<file path="config.mk">
export PLATFORM = sky130hd
export DESIGN_NAME = div_unit
export DESIGN_NICKNAME = d
export VERILOG_FILES = /design/src/rtl/div_pkg.sv /design/src/rtl/adder_sub.sv /design/src/rtl/div_unit.sv
export SDC_FILE = /design/constraint.sdc
export NUM_CORES = 1
export LEC_CHECK = 0
export BUFFER_PORTS_ARGS = -buffer_cell sky130_fd_sc_hd__buf_2
export CORE_MARGIN = 2
export CORE_UTILIZATION = 35
export DETAILED_ROUTE_END_ITERATION = 7
export SLEW_MARGIN = 0
export SYNTH_ARGS = -nofsm -noshare
export SYNTH_HDL_FRONTEND = slang
export SYNTH_HIERARCHICAL = 1
export SYNTH_SLANG_ARGS = --single-unit
</file>
<file path="constraint.sdc">
create_clock -name clock_in -period 9.2 [get_ports clock_in]
set_input_delay 0.92 -clock clock_in [delete_from_list [all_inputs] [get_ports clock_in]]
set_output_delay 0.92 -clock clock_in [all_outputs]
set_load 0.01 [all_outputs]
</file>
<file path="src/rtl/div_pkg.sv">
// Shared types and helpers for the multi-cycle restoring divider.
package div_pkg;

  typedef enum logic [1:0] {IDLE, CALC, FIX, DONE} div_state_t;

  localparam int DIV_WIDTH = 32;

  // Iteration counter width; it only ever needs to reach WIDTH-1.
  function automatic int cnt_w(input int w);
    return (w > 1) ? $clog2(w) : 1;
  endfunction

endpackage

</file>
<file path="src/rtl/adder_sub.sv">
// Ripple-free adder/subtractor: op_in=1 computes a_in - b_in, cb_out is carry (1 = no borrow).
module adder_sub #(
  parameter int WIDTH = 33
) (
  input  logic [WIDTH-1:0] a_in,
  input  logic [WIDTH-1:0] b_in,
  input  logic             op_in,
  output logic [WIDTH-1:0] sum_out,
  output logic             cb_out
);

  logic [WIDTH-1:0] b_eff;

  assign b_eff = b_in ^ {WIDTH{op_in}};
  assign {cb_out, sum_out} = {1'b0, a_in} + {1'b0, b_eff} + {{WIDTH{1'b0}}, op_in};

endmodule

</file>
<file path="src/rtl/div_unit.sv">
// Restoring shift-subtract divider for DIV/DIVU: one quotient bit per cycle,
// operands held as magnitudes, sign fix-up applied in a single FIX cycle.
import div_pkg::*;

module div_unit #(
  parameter int WIDTH = DIV_WIDTH
) (
  input  logic             clock_in,
  input  logic             reset_in,
  input  logic             start_in,
  input  logic             signed_in,
  input  logic [WIDTH-1:0] dividend_in,
  input  logic [WIDTH-1:0] divisor_in,
  output logic             busy_out,
  output logic             done_out,
  output logic [WIDTH-1:0] quotient_out,
  output logic [WIDTH-1:0] remainder_out,
  output logic             div0_out
);

  localparam int CW = cnt_w(WIDTH);
  localparam logic [CW-1:0] LAST = CW'(WIDTH - 1);

  div_state_t state, state_nx;

  logic [WIDTH:0]   rem_q;
  logic [WIDTH-1:0] dvd_q, dsr_q;
  logic [CW-1:0]    cnt_q;
  logic             qneg_q, rneg_q, div0_q;

  logic             accept;
  logic [WIDTH:0]   shifted, diff;
  logic             no_borrow;
  logic [WIDTH-1:0] mag_a, mag_b;
  logic             rem_top_unused;

  assign accept   = start_in & (state == IDLE || state == DONE);
  assign busy_out = (state == CALC) || (state == FIX);
  assign done_out = (state == DONE);

  // The most-negative value negates to itself, which read unsigned is 2^(WIDTH-1).
  assign mag_a = (signed_in & dividend_in[WIDTH-1]) ? -dividend_in : dividend_in;
  assign mag_b = (signed_in & divisor_in[WIDTH-1])  ? -divisor_in  : divisor_in;

  assign shifted        = {rem_q[WIDTH-1:0], dvd_q[WIDTH-1]};
  assign rem_top_unused = rem_q[WIDTH];

  adder_sub #(.WIDTH(WIDTH + 1)) u_trial (
    .a_in   (shifted),
    .b_in   ({1'b0, dsr_q}),
    .op_in  (1'b1),
    .sum_out(diff),
    .cb_out (no_borrow)
  );

  always_ff @(posedge clock_in) begin
    if (reset_in) state <= IDLE;
    else          state <= state_nx;
  end

  always_comb begin
    state_nx = state;
    unique case (state)
      IDLE:    if (start_in) state_nx = CALC;
      CALC:    if (cnt_q == LAST) state_nx = FIX;
      FIX:     state_nx = DONE;
      DONE:    state_nx = start_in ? CALC : IDLE;
      default: state_nx = IDLE;
    endcase
  end

  always_ff @(posedge clock_in) begin
    if (reset_in) begin
      rem_q         <= '0;
      dvd_q         <= '0;
      dsr_q         <= '0;
      cnt_q         <= '0;
      qneg_q        <= 1'b0;
      rneg_q        <= 1'b0;
      div0_q        <= 1'b0;
      quotient_out  <= '0;
      remainder_out <= '0;
      div0_out      <= 1'b0;
    end else if (accept) begin
      rem_q  <= '0;
      dvd_q  <= mag_a;
      dsr_q  <= mag_b;
      cnt_q  <= '0;
      qneg_q <= signed_in & (dividend_in[WIDTH-1] ^ divisor_in[WIDTH-1]);
      rneg_q <= signed_in & dividend_in[WIDTH-1];
      div0_q <= (divisor_in == '0);
    end else if (state == CALC) begin
      rem_q <= no_borrow ? diff : shifted;
      dvd_q <= {dvd_q[WIDTH-2:0], no_borrow};
      cnt_q <= cnt_q + CW'(1);
    end else if (state == FIX) begin
      // On divide-by-zero the remainder is |dividend|; re-applying the dividend
      // sign restores the raw operand, so only the quotient fix is suppressed.
      quotient_out  <= (qneg_q & ~div0_q) ? -dvd_q : dvd_q;
      remainder_out <= rneg_q ? -rem_q[WIDTH-1:0] : rem_q[WIDTH-1:0];
      div0_out      <= div0_q;
    end
  end

endmodule

</file>
After elaboration in Yosys (flattened, before gate mapping)
Index checks and enable logic that the tools add are counted.

word-level totals
  register bits after elaboration = 171
  input port bits = 68
  word-level logic and storage cells = 53
  output and inout bits = 67

operators by class
  bitwise operators = 10
  multiplexer cells = 11
  reductions and logical operators = 8
  eq/ne operators = 6
  add/subtract/negate cells = 7

operators by type and width
  operator                                       count
  two-way mux 32 bit                             7
  negator 32 bit                                 4
  adder 33 x 33 -> 34 bit                        1
  adder 34 x 1 -> 34 bit, second input constant  1
  NOT 32 -> 33 bit                               1
  logical NOT 32 bit                             1
  one-hot mux 2 bit (4 select lines)             1
  adder 5 x 1 -> 5 bit, second input constant    1
  bitwise AND 1 bit                              5
  == test 5 bit, second input constant           1
  == test 2 bit, second input constant           2
  two-way mux 2 bit                              2
  != test 2 bit, second input constant           2
  NOT 1 bit                                      3
  AND reduction 3 bit                            1
  == test 2 x 1 -> 1 bit, second input constant  1
  logical NOT 2 bit                              1
  logical OR 1 bit                               2
  AND reduction 2 bit                            1
  nonzero test 2 bit                             1
  OR reduction 2 bit                             1
  two-way mux 1 bit                              1
  XOR 1 bit                                      1

Longest topological paths before layout
Gate-level depths: netlist (run 1).

  depth in word-level cells = 5
  mapped depth = 16

Hierarchy
The synthesis (run 1) kept the hierarchy.

modules (own cells, without submodules)
  module     cells an instance  times used  area each (µm²)  sequential area each (µm²)
  div_unit   1149               1           9542.9           3423.3
  adder_sub  297                1           2125.8           0.0

Worst setup path after synthesis (run 1)
OpenSTA, ideal clock, no wires.

  kind = register -> register
  start = register rem_q[15]
  end = register rem_q[0]
  path buffers = 2
  required time = 9.063 ns
  cell stages (with the launch flop) = 12
  arrival time = 3.045 ns
  period minus slack after synthesis = 3.183 ns
  setup slack = 6.017 ns
  cells stage by stage = dfxtp_1 -> ha_1 -> nand2_1 -> or4_1 -> o211ai_2 -> a311o_1 -> nand2_1 -> o21ai_1 -> clkbuf_1 -> buf_1 -> mux2i_1 -> a211oi_1

on the way
  word-level cells in the longest chain between the ends = 3

RTL lines
  item                     line             text
  from (decl)              div_unit.sv:26   logic [WIDTH:0] rem_q;
  from (signal assigned)   div_unit.sv:93   rem_q <= no_borrow ? diff : shifted;
  adder 33 x 33 -> 34 bit  adder_sub.sv:15  assign {cb_out, sum_out} = {1'b0, a_in} + {1'b0, b_eff} + {{WIDTH{1'b0}}, op_in};
  adder 34 x 1 -> 34 bit   adder_sub.sv:15
  via no_borrow            div_unit.sv:33   logic no_borrow;
  two-way mux 32 bit       div_unit.sv:93

The timed path passes the listed nets, and every way through them passes these cells.
A chain may end at the register's enable or synchronous reset.

Final worst setup path (run 1)
  start = register rem_q[15]
  end = register rem_q[6]

The elaborated chain is that of the path after synthesis.

==> results by group, run 1 <==
Drt
  – Overall routed net length: 34.8 mm
  – Final ANT Viol Nets: 0
  – Via Count: 10843
  – Routed len/inst: 17.8 um
  – Via density: 5.55
  – Drt drc: 0
  – Total iterations of the first detailed-routing run: 7
  – DRT iter0 DRCs: 854

Critical path
  – Worst Setup EP: rem_q[6]
  – Worst EP arrival: 3850 ps
  – Crit path launch: rem_q[15]
  – FF-to-FF path depth: 10
  – Element type at the critical path end: flip-flop
  – FF-to-FF Start: rem_q[15]
  – Startpoint types: flip-flop
  – CP max FO: 26
  – Worst reg2reg endpoint: rem_q[6]
  – R2r setup slk: 5630 ps
  – Req. time, crit path: 9480 ps
  – Setup Crit Path Kind: flip-flop to flip-flop

Clocking
  – Post-CTS Setup Inserts: 0
  – Worst-path clk slew: 70 ps
  – Post-cts resize count: 0
  – CTS root buf: clkbuf_16
  – H-tree Lvls: 4
  – CTS Sinks: 171
  – TritonCTS clock tree: done
  – CTS Buffer Depth: 2
  – Num CTS Buffers: 17
  – Clock Latency Late Sink: 450 ps
  – # hold bufs at CTS: 0

Timing
  – Post-route minimum period: 3570 ps
  – Final hold violation count: 0
  – Slew Limit Headroom: 23.5%
  – RSZ-0062 raised after global routing: false
  – Worst hold margin: 449 ps
  – Final WS setup: 5630 ps
  – Max Freq: 0.280 GHz
  – Clock skew: 15.9 ps
  – Slew @ Worst Pin: 1140 ps
  – Fin crit share: 38.8%
  – # setup viols final: 0
  – Post-route setup TNS: 0 ps
  – Max-slew violation count: 0

Global route
  – Gr ovfl total: 0
  – Vias in the first global route: 9899
  – First-pass GRT wire length: 55.3 mm
  – Largest net degree at the start of global routing: 91
  – GRT Total Usage: 20.2%
  – Initial antenna violation count: 2

Synthesis
  – Syn Inst Count: 1435
  – Synthesized cell area: 11600 um^2
  – YS warnings: 6
  – Avg Inst Size Synth: 8.09 um^2
  – Net Count, Synth: 1547

Floorplanning
  – Die Height: 186 um
  – Die area: 34600 um^2
  – Core footprint: 32600 um^2
  – Die X: 186 um
  – Initial core utilization: 35.6%
  – FP Rows: 66
  – I/O pins: 135

Power and ir drop
  – Pwr Total: 4090 uW
  – Max VDD drop: 171 uV
  – Pint: 2170 uW
  – Clk pwr share: 17.4%
  – Combinational power share: 52.4%
  – Sw frac: 46.9%
  – Leak pwr: 0.00502 uW
  – Power Density: 311 nW/um^2
  – Switching pwr: 1920 uW
  – Part of the power in registers: 30.2%

Finish
  – Number of diodes: 0
  – Non-filler instance count after layout: 1955
  – Layout cells sized above 1: 13.8%
  – Area Overhead vs Synth: 13.2%
  – Final net count: 1612

Placement
  – # port buffers: 134
  – Post-Place Cells: 1923
  – Dpl hpwl: 26.1 mm
  – Gpl congestion: 0.929
  – Pre-CTS setup slack: 5690 ps

Min path
  – Hold Crit Class: flip-flop to flip-flop

Run
  – Max-cap violations: 0

Status
  – Outcome: complete, no violations
## power groups by stage
stage               sequential (uW)  clock (uW)  combinational, uW
finish                         1240         710               2140
global route                   1270         752               2390
CTS                            1230         725               2140
detailed placement             1250           0               2130
global placement               1240           0               2120
floorplan                      1150           0               1650
## registers in the layout (all words and copies together), names as in the netlist, 2 cells and up
name,flops
dvd_q,32
cnt_q,5
dsr_q,32
remainder_out,32
quotient_out,32
rem_q,32
state,2
## layer usage
metal  GRT usage (%)  vias up  routed length [um]
li1                -     5433                   -
met1            31.0     5047               18000
met2            29.1      326               14500
met3            3.11       33                1880
met4            4.76        4                 459
met5               0        -                  24
## worst max-delay path, stage by stage (launching register included)
cell	delay (ps)
dfxtp_1	400
ha_1	440
nand2_1	120
or4_1	550
o211ai_2	310
a311o_1	310
nand2_1	110
o21ai_4	320
buf_4	470
mux2i_1	270
a211oi_1	90
## cells in the final DEF (no fill, tap or decap), drive strengths merged, types with 21 or more instances in the layout
cell,instances
nor2,179
ha,43
a211oi,93
nor4,29
nor3,39
a21oi,90
buf,144
inv,35
nand3,29
mux2i,84
nand2,81
xnor2,57
and3,21
o21ai,61
dfxtp,171
xor2,89
## layout make-up
class / instances / area [um^2]
Fill cell: 3365 / 19500
Multi-Input combinational cell: 1138 / 7740
Sequential cell: 171 / 3420
Timing Repair Buffer: 144 / 748
Tap cell: 442 / 553
Clock buffer: 17 / 425
Clock inverter: 15 / 136
Inverter: 28 / 105
## how the worst min path moves through the flow
| stage | startpoint | end | slack (ps) | cells after the start |
|---|---|---|---|---|
| 2_1_floorplan | qneg_q | qneg_q | 440 | 2 |
| 3_3_place_gp | remainder_out[15] | remainder_out[15] | 440 | 2 |
| 3_5_place_dp | remainder_out[19] | remainder_out[19] | 440 | 2 |
| 4_1_cts | remainder_out[19] | remainder_out[19] | 450 | 2 |
| 5_1_grt | remainder_out[19] | remainder_out[19] | 460 | 2 |
| 6_report | remainder_out[19] | remainder_out[19] | 450 | 2 |
## stage by stage
step	utilization, %	instance area (um^2)
after floorplan	-	11600
after global routing	40.3	13100
final	40.3	13100
after CTS	40.3	13100
after detailed placement	38.5	12600
after global placement	38.5	12600
Power figures use the tool's default switching activity.
==> run 2, diff against run 1 <==
==> constraint.sdc (replaced) <==
create_clock -name clock_in -period 3.6 [get_ports clock_in]
set_input_delay 0.36 -clock clock_in [delete_from_list [all_inputs] [get_ports clock_in]]
set_output_delay 0.36 -clock clock_in [all_outputs]
set_load 0.01 [all_outputs]
==> run 2 against run 1 <==
  * First-iteration DRC count rose by 13%
  * Hold slack got worse by 260 ps
  * Routed wire length fell by 1.8%
  * Sequential power rose to 2.5 times the previous value
  * Die area did not move
  * Clock power rose to 2.8 times the previous value
  * Fmax rose by 9.0%
  * Critical path type unchanged
  * Critical endpoint is now rem_q[30]
  * Largest cell class unchanged
==> results by group, run 2 (same netlist as run 1, synthesis figures left out) <==
Critical path
  – Req. time, crit path: 3950 ps
  – R2r setup slk: 320 ps
  – Crit path cell chain: mux2_2 -> fa_1 -> a211oi_1 -> o31ai_1 -> o211a_1 -> or3_1 -> a31o_1 -> o311ai_1 -> mux2i_1 -> a211oi_1
  – Top cell by count, worst path: a211oi_1
  – Setup Crit Path Kind: flip-flop to flip-flop
  – FF-to-FF Start: dsr_q[0]
  – Worst reg2reg endpoint: rem_q[30]
  – Startpoint types: flip-flop
  – CP max-delay cell: fa_1
  – Worst EP arrival: 3620 ps
  – CP max FO: 4
  – FF-to-FF path depth: 10
  – Slowest stage delay, CP: 430 ps
  – Element type at the critical path end: flip-flop

Drt
  – Via Count: 10877
  – Via density: 5.52
  – Routed len/inst: 17.4 um
  – Drt drc: 0
  – Total iterations of the first detailed-routing run: 6
  – Overall routed net length: 34.2 mm
  – DRT iter0 DRCs: 964
  – Final ANT Viol Nets: 0

Floorplanning
  – I/O pins: 135
  – FP Rows: 66
  – Core footprint: 32600 um^2
  – Die Height: 186 um
  – Die area: 34600 um^2
  – Die X: 186 um
  – Initial core utilization: 35.6%

Power and ir drop
  – Leak pwr: 0.00510 uW
  – Power Density: 808 nW/um^2
  – Max VDD drop: 355 uV

Timing
  – Worst hold margin: 188 ps
  – Clock skew: 15.6 ps
  – # setup viols final: 0
  – Max-slew violation count: 0
  – Max Freq: 0.305 GHz
  – Fin crit share: 91.0%
  – Post-route minimum period: 3280 ps
  – Final WS setup: 325 ps
  – Post-route setup TNS: 0 ps
  – Slew @ Worst Pin: 1030 ps
  – Final hold violation count: 0
  – RSZ-0062 raised after global routing: false
  – Slew Limit Headroom: 31.2%

Finish
  – Area Overhead vs Synth: 14.8%
  – Final instance area: 13300 um^2
  – Commonest non-fill, non-tap cell in the layout: nor2_1
  – Layout cells sized above 1: 14.4%
  – Commonest cells after routing, fill and taps aside: 179 x nor2_1, 171 x dfxtp_1, 133 x buf_2
  – Final net count: 1623

Placement
  – # port buffers: 134
  – Pre-CTS setup slack: 353 ps
  – Placed Instance Area: 12700 um^2
  – Gpl congestion: 0.890
  – Dpl hpwl: 26.0 mm

Clocking
  – Post-CTS Setup Inserts: 0
  – Post-cts resize count: 0
  – H-tree Lvls: 4
  – TritonCTS clock tree: done
  – CTS Buffer Depth: 2
  – CTS Sinks: 171
  – Num CTS Buffers: 17
  – Worst-path clk slew: 70 ps
  – CTS root buf: clkbuf_16
  – Clock Latency Late Sink: 430 ps
  – # hold bufs at CTS: 0

Global route
  – GRT Total Usage: 19.5%
  – Vias in the first global route: 9748
  – Initial antenna violation count: 6
  – First-pass GRT wire length: 53.9 mm
  – Largest net degree at the start of global routing: 85
  – Gr ovfl total: 0

Min path
  – Hold Crit Class: input pin to flip-flop
  – Hold depth: 3
  – HP Start: dividend_in[23]
  – Hold path endpoint: dvd_q[23]

Run
  – Max-cap violations: 0

Status
  – Outcome: complete, no violations
-- run 2: worst max-delay path by stage --
stage | start | to | slack [ps] | cells past startpoint
global placement | dsr_q[0] | rem_q[30] | 350 | 10
floorplan | rem_q[15] | rem_q[0] | 420 | 11
CTS | dsr_q[0] | rem_q[30] | 330 | 10
global route | dsr_q[0] | rem_q[22] | 190 | 11
finish | dsr_q[0] | rem_q[30] | 320 | 10
detailed placement | dsr_q[0] | rem_q[30] | 350 | 10
-- run 2: metrics by stage --
stage | power (uW) | instances | util, %
floorplan | 7160 | 1435 | -
global placement | 8660 | 1934 | 38.9
detailed placement | 8720 | 1934 | 38.9
CTS | 10800 | 1966 | 40.8
global route | 11600 | 1968 | 40.8
finish | 10800 | 1969 | 40.8
-- run 2: routing by layer --
layer	global-route usage, %	wire length (um)	vias to the layer above
met5	0	21	-
met4	4.16	401	4
met3	3.83	2050	29
met2	27.9	14100	279
met1	29.9	17700	5107
li1	-	-	5458
-- run 2: report_power, final --
part           total (uW)  switching, uW  leakage, uW  internal [uW]
registers            3120            710      0.00140           2410
clock network        2010            833     0.000307           1180
logic                5630           3380      0.00340           2250
-- run 2: layout make-up --
class	instances	area [um^2]
Sequential cell	171	3420
Clock inverter	15	209
Antenna cell	3	7.51
Timing Repair Buffer	155	856
Inverter	28	105
Tap cell	442	553
Fill cell	3358	19300
Multi-Input combinational cell	1138	7740
Clock buffer	17	425
-- run 2: critical path: cells and delay by family (launching register included) --
family | cells | cell delay, ps
flip-flops | 1 | 380
AND/OR/NAND/NOR | 1 | 430
AO/OA/AOI/OAI | 6 | 1450
multiplexers | 2 | 500
adder cells (fa/ha/maj) | 1 | 430
